==> src/rtl/i2c_slave_target.sv <==
// I2C target: oversamples scl/sda on the system clock, detects START/STOP, matches a 7-bit
// address, ACKs, assembles written bytes and serialises read bytes fetched over a request pulse.
module i2c_slave_target #(
    parameter logic [6:0] ADDR = 7'h2d
) (
    input  logic       clk,
    input  logic       rst_n,
    input  logic       scl_in,
    input  logic       sda_in,
    output logic       sda_out,
    output logic [7:0] rx_data,
    output logic       rx_valid,
    input  logic [7:0] tx_data,
    output logic       tx_req,
    output logic       busy,
    output logic [3:0] state
);

    typedef enum logic [3:0] {
        ST_IDLE      = 4'd0,
        ST_ADDR      = 4'd1,
        ST_ADDR_ACK  = 4'd2,
        ST_RX        = 4'd3,
        ST_RX_ACK    = 4'd4,
        ST_TX        = 4'd5,
        ST_TX_ACK    = 4'd6,
        ST_WAIT_STOP = 4'd7
    } state_t;

    logic       scl_r_q, sda_r_q, scl_q, sda_q;
    state_t     state_q, state_d;
    logic [3:0] bit_cnt_q, bit_cnt_d;
    logic [7:0] shift_q, shift_d;
    logic [7:0] rx_data_q, rx_data_d;
    logic       sda_out_q, sda_out_d;
    logic       rx_valid_q, rx_valid_d;
    logic       tx_req_q, tx_req_d;
    logic       busy_q, busy_d;
    logic       rw_q, rw_d;

    logic       scl_rise, scl_fall, start_det, stop_det;
    logic [7:0] shift_in;

    always_comb begin
        scl_rise  = scl_r_q & ~scl_q;
        scl_fall  = ~scl_r_q & scl_q;
        // Bus conditions need scl high on both samples so sda moves under a low scl stay data.
        start_det = scl_r_q & scl_q & sda_q & ~sda_r_q;
        stop_det  = scl_r_q & scl_q & ~sda_q & sda_r_q;
        shift_in  = {shift_q[6:0], sda_r_q};
    end

    always_comb begin
        state_d    = state_q;
        bit_cnt_d  = bit_cnt_q;
        shift_d    = shift_q;
        rx_data_d  = rx_data_q;
        sda_out_d  = sda_out_q;
        rx_valid_d = 1'b0;
        tx_req_d   = 1'b0;
        busy_d     = busy_q;
        rw_d       = rw_q;

        if (stop_det) begin
            state_d   = ST_IDLE;
            sda_out_d = 1'b1;
            busy_d    = 1'b0;
            bit_cnt_d = 4'd0;
        end else if (start_det) begin
            state_d   = ST_ADDR;
            sda_out_d = 1'b1;
            busy_d    = 1'b0;
            bit_cnt_d = 4'd0;
        end else begin
            case (state_q)
                ST_IDLE: ;
                ST_ADDR: begin
                    if (scl_rise) begin
                        shift_d = shift_in;
                        if (bit_cnt_q == 4'd7) begin
                            bit_cnt_d = 4'd0;
                            if (shift_in[7:1] == ADDR) begin
                                state_d  = ST_ADDR_ACK;
                                busy_d   = 1'b1;
                                rw_d     = shift_in[0];
                                tx_req_d = shift_in[0];
                            end else begin
                                state_d = ST_WAIT_STOP;
                                busy_d  = 1'b0;
                            end
                        end else begin
                            bit_cnt_d = bit_cnt_q + 4'd1;
                        end
                    end
                end
                ST_ADDR_ACK: begin
                    // bit_cnt doubles as the ACK phase: 0 = waiting to pull low, 1 = holding low.
                    if (scl_fall) begin
                        if (bit_cnt_q == 4'd0) begin
                            sda_out_d = 1'b0;
                            bit_cnt_d = 4'd1;
                        end else begin
                            bit_cnt_d = 4'd0;
                            if (rw_q) begin
                                shift_d   = tx_data;
                                sda_out_d = tx_data[7];
                                state_d   = ST_TX;
                            end else begin
                                sda_out_d = 1'b1;
                                state_d   = ST_RX;
                            end
                        end
                    end
                end
                ST_RX: begin
                    if (scl_rise) begin
                        shift_d = shift_in;
                        if (bit_cnt_q == 4'd7) begin
                            rx_data_d  = shift_in;
                            rx_valid_d = 1'b1;
                            bit_cnt_d  = 4'd0;
                            state_d    = ST_RX_ACK;
                        end else begin
                            bit_cnt_d = bit_cnt_q + 4'd1;
                        end
                    end
                end
                ST_RX_ACK: begin
                    if (scl_fall) begin
                        if (bit_cnt_q == 4'd0) begin
                            sda_out_d = 1'b0;
                            bit_cnt_d = 4'd1;
                        end else begin
                            sda_out_d = 1'b1;
                            bit_cnt_d = 4'd0;
                            state_d   = ST_RX;
                        end
                    end
                end
                ST_TX: begin
                    if (scl_fall) begin
                        if (bit_cnt_q == 4'd7) begin
                            sda_out_d = 1'b1;
                            bit_cnt_d = 4'd0;
                            state_d   = ST_TX_ACK;
                        end else begin
                            shift_d   = {shift_q[6:0], 1'b0};
                            sda_out_d = shift_q[6];
                            bit_cnt_d = bit_cnt_q + 4'd1;
                        end
                    end
                end
                ST_TX_ACK: begin
                    if (bit_cnt_q == 4'd0) begin
                        if (scl_rise) begin
                            if (!sda_r_q) begin
                                tx_req_d  = 1'b1;
                                bit_cnt_d = 4'd1;
                            end else begin
                                sda_out_d = 1'b1;
                                state_d   = ST_WAIT_STOP;
                            end
                        end
                    end else if (scl_fall) begin
                        shift_d   = tx_data;
                        sda_out_d = tx_data[7];
                        bit_cnt_d = 4'd0;
                        state_d   = ST_TX;
                    end
                end
                ST_WAIT_STOP: sda_out_d = 1'b1;
                default: begin
                    state_d   = ST_IDLE;
                    sda_out_d = 1'b1;
                    busy_d    = 1'b0;
                    bit_cnt_d = 4'd0;
                end
            endcase
        end
    end

    always_ff @(posedge clk) begin
        if (!rst_n) begin
            scl_r_q    <= 1'b1;
            sda_r_q    <= 1'b1;
            scl_q      <= 1'b1;
            sda_q      <= 1'b1;
            state_q    <= ST_IDLE;
            bit_cnt_q  <= 4'd0;
            shift_q    <= 8'h00;
            rx_data_q  <= 8'h00;
            sda_out_q  <= 1'b1;
            rx_valid_q <= 1'b0;
            tx_req_q   <= 1'b0;
            busy_q     <= 1'b0;
            rw_q       <= 1'b0;
        end else begin
            scl_r_q    <= scl_in;
            sda_r_q    <= sda_in;
            scl_q      <= scl_r_q;
            sda_q      <= sda_r_q;
            state_q    <= state_d;
            bit_cnt_q  <= bit_cnt_d;
            shift_q    <= shift_d;
            rx_data_q  <= rx_data_d;
            sda_out_q  <= sda_out_d;
            rx_valid_q <= rx_valid_d;
            tx_req_q   <= tx_req_d;
            busy_q     <= busy_d;
            rw_q       <= rw_d;
        end
    end

    assign sda_out  = sda_out_q;
    assign rx_data  = rx_data_q;
    assign rx_valid = rx_valid_q;
    assign tx_req   = tx_req_q;
    assign busy     = busy_q;
    assign state    = state_q;

endmodule

==> config.mk <==
export PLATFORM = sky130hd
export DESIGN_NAME = i2c_slave_target
export DESIGN_NICKNAME = d
export VERILOG_FILES = /design/src/rtl/i2c_slave_target.sv
export SDC_FILE = /design/constraint.sdc
export NUM_CORES = 1
export LEC_CHECK = 0
export BUFFER_PORTS_ARGS = -buffer_cell sky130_fd_sc_hd__buf_2
export CAP_MARGIN = 20
export CORE_MARGIN = 2
export CORE_UTILIZATION = 35
export CTS_CLUSTER_SIZE = 20
export DETAILED_ROUTE_END_ITERATION = 6
export GPL_TIMING_DRIVEN = 0
export HOLD_SLACK_MARGIN = 0.1
export PLACE_DENSITY = 0.61
export SLEW_MARGIN = 30
export SYNTH_ARGS = -nofsm -noshare
export SYNTH_HDL_FRONTEND = slang
export SYNTH_SLANG_ARGS = --single-unit
==> constraint.sdc <==
create_clock -name clk -period 2.65 [get_ports clk]
set_input_delay 0.6625 -clock clk [delete_from_list [all_inputs] [get_ports clk]]
set_output_delay 0.6625 -clock clk [all_outputs]
set_load 0.1 [all_outputs]
==> flow_summary_export.csv <==
group,metric,value,unit
status,outcome,"completed",
clock_tree,postCtsSetupBuffers,0,
die,core_area,4786,µm²
placed_design,gp_routability_congestion,0.8322,
routing,dr_total_vias,1635,
synth,yosysUniqueCellTypes,50,
global_routing,grt_pass1_wl,7500,µm
cells_and_area,ff_latch_area,620.6,µm²
global_routing,grt_usage,17.75,%
routing,drt-initial-drc-count,106,
sta,tightest_slew,0.7267,ns
worst_hold_path,hold_depth,2,
cells_and_area,syn2layout_area_growth,17.79,%
sta,fmax,467.0,MHz
sta,fin_crit_sh,80.81,%
sta,finalSetupViolations,0,
synth,avgSynthCellArea,8.570,µm²
clock_tree,clkTransAtPathRegs,0.08,ns
synth,async_flop_share,0,%
power_and_ir_drop,p_total,1.025,mW
die,num_io_pins,28,
power_and_ir_drop,p_leak,0.7542,nW
critical_path,cp-startpoint,"bit_cnt_q[0]",
sta,post-route-min-period,2.141,ns
critical_path,crit_path_max_fanout,6,
placed_design,hpwl,3176,µm
critical_path,reg2reg_setup_slack,0.51,ns
routing,route.antenna.remaining_nets,0,
cells_and_area,drive_above_1_share,22.50,%
cells_and_area,nNetsFinal,253,
synth,synth_flop_cell,"dfxtp_1",
routing,wire_per_inst,14.20,µm
cells_and_area,fin_area,2079,µm²
critical_path,crit_arrival,2.29,ns
die,initial_utilization,36.89,%
critical_path,path_class,"reg -> reg",
die,rows,25,
synth,synth_edf_count,0,
synth,netlist_instances,206,
synth,synth_area_leaders,"dfxtp_1 (35%), mux2i_1 (7.9%), a21oi_1 (4.8%), a311oi_1 (4.5%), nor2b_1 (3.9%)",
routing,drtPass1Iterations,4,
die,fp.dieArea,5628,µm²
synth,synth_top_area_share,35.15,%
clock_tree,clock_path_buffers,2,
clock_tree,cts_root_buffer,"clkbuf_8",
critical_path,critPathLaunchType,"register",
placed_design,place_area,1979,µm²
sta,slew-limit-headroom,51.45,%
power_and_ir_drop,peakVddDrop,0.3216,mV
clock_tree,clk_latency,0.29,ns
critical_path,endpoint_kind,"register",
placed_design,io_buffer_count,26,
routing,via_per_inst,5.326,
clock_tree,post_cts_resized,0,
sta,hold_viol_final,0,
global_routing,grt_pass1_vias,1566,
cells_and_area,num-fill-cells,509,
sta,holdWs,0.4901,ns
clock_tree,cts_buffers,5,
synth,synth_area,1765,µm²
critical_path,reg2regPathDepth,7,
worst_hold_path,min_path_type,"reg -> reg",
worst_hold_path,hp-start,"rx_data[2]",
worst_hold_path,whs_endpoint,"rx_data[2]",
synth,ys_warn_count,0,
critical_path,r2r-start,"bit_cnt_q[0]",
cells_and_area,diodes,0,
die,dieWidth,75.02,µm
synth,yosys_register_bits,31,
synth,syn_nets,220,
synth,synth-seq-area-share,35.15,%
run,maxCapViolations,0,
die,die_height,75.02,µm
critical_path,required,2.80,ns
clock_tree,cts-hold-fix-buffers,0,
global_routing,grt_max_degree,11,
routing,drt_wl_total,4358,µm
sta,skew,0.01374,ns
global_routing,grt-ovfl-total,0,
sta,grt_setup_unrepaired,"false",
global_routing,antenna_found_initial,0,
critical_path,r2r-end,"bit_cnt_q[1]",
cells_and_area,final_core_util,43.45,%
routing,drc_errors,0,
clock_tree,cts.sinks,31,
cells_and_area,multi_input_area,1010,µm²
clock_tree,cts_tree,"done",
clock_tree,htreeDepth,2,
power_and_ir_drop,p_per_area,492.9,nW/µm²
sta,slew_viol_final,0,
synth,synth_top_area_cell,"dfxtp_1",
sta,final.setup.tns,0,ns
Yosys cell counts, types with 3 or more instances:
master / n
dfxtp_1: 31
a21oi_1: 17
nor2_1: 15
mux2i_1: 14
nor2b_1: 11
o21ai_0: 11
inv_1: 10
a311oi_1: 9
buf_2: 7
clkbuf_1: 7
nand2_1: 7
nand2b_1: 7
nor3_1: 6
nand4b_1: 4
o211ai_1: 4
nand3_1: 3
nor3b_1: 3
sequential cells by signal, summed over array words and instances, names as in the netlist:
name / flops
sda_out: 1
rx_valid: 1
rw_q: 1
bit_cnt_q: 4
sda_r_q: 1
tx_req: 1
busy: 1
scl_r_q: 1
sda_q: 1
shift_q: 7
state: 3
rx_data: 8
scl_q: 1
layer usage:
layer | vias up | routed length, µm | global-route usage [%]
met4 | 0 | 59 | 5.754
met3 | 6 | 209 | 4.418
met1 | 768 | 2009 | 23.59
li1 | 813 | - | -
met2 | 48 | 2080 | 28.27
met5 | - | 0 | 0
worst max path at each step:
stage | endpoint
after floorplan | state[1]
after global placement | bit_cnt_q[1]
after detailed placement | bit_cnt_q[0]
after CTS | bit_cnt_q[0]
after global routing | bit_cnt_q[1]
final | bit_cnt_q[1]
critical path: stages, from the launching register on:
cell and delay (ns):
dfxtp_1 0.36, inv_1 0.07, ha_1 0.17, nor3b_1 0.62, nand4b_1 0.17, a21oi_1 0.39
nand2b_1 0.16, a21oi_1 0.05
logic make-up (layout without fill, tap and decap cells):
family          Yosys count  after routing  synth area share [%]
flops                    31             31                 35.15
other cells               1              1                0.2124
mux                      14             14                 7.937
compound gates           59             59                 23.81
fa+ha+maj                 3              3                 2.055
xor+xnor                  1              1                0.4962
buf+inv                  29             63                 7.654
simple gates             68             68                 22.68
report_power, final:
group / switching, mW / internal, mW
combinational: 0.0729 / 0.0448
sequential: 0.0104 / 0.477
clock: 0.183 / 0.237
cell usage in the layout (no fill, tap or decap), types with 3 or more instances in the layout:
master    Yosys  routed
buf_2         7      33
dfxtp_1      31      31
a21oi_1      17      17
nor2_1       15      15
mux2i_1      14      14
nor2b_1      11      11
o21ai_0      11      11
inv_1        10      10
a311oi_1      9       9
clkbuf_1      7       8
nand2_1       7       7
nand2b_1      7       7
clkbuf_8      0       7
nor3_1        6       6
nand4b_1      4       4
o211ai_1      4       4
nor3b_1       3       3
nand3_1       3       3
per-stage QoR:
step,std cells,setup slack [ns]
after floorplan,206,0.2365
after global placement,299,0.5296
after detailed placement,299,0.5157
after CTS,307,0.4972
after global routing,307,0.3461
final,307,0.5086
final cells by class:
cell class	count	share of cell area, %
Tap cell	67	4.031
Buffer	19	4.693
Inverter	10	1.805
Timing Repair Buffer	26	6.258
Multi-Input combinational cell	146	48.56
Clock buffer	8	4.813
Sequential cell	31	29.84
No activity file was read; power rests on OpenSTA's default activity.
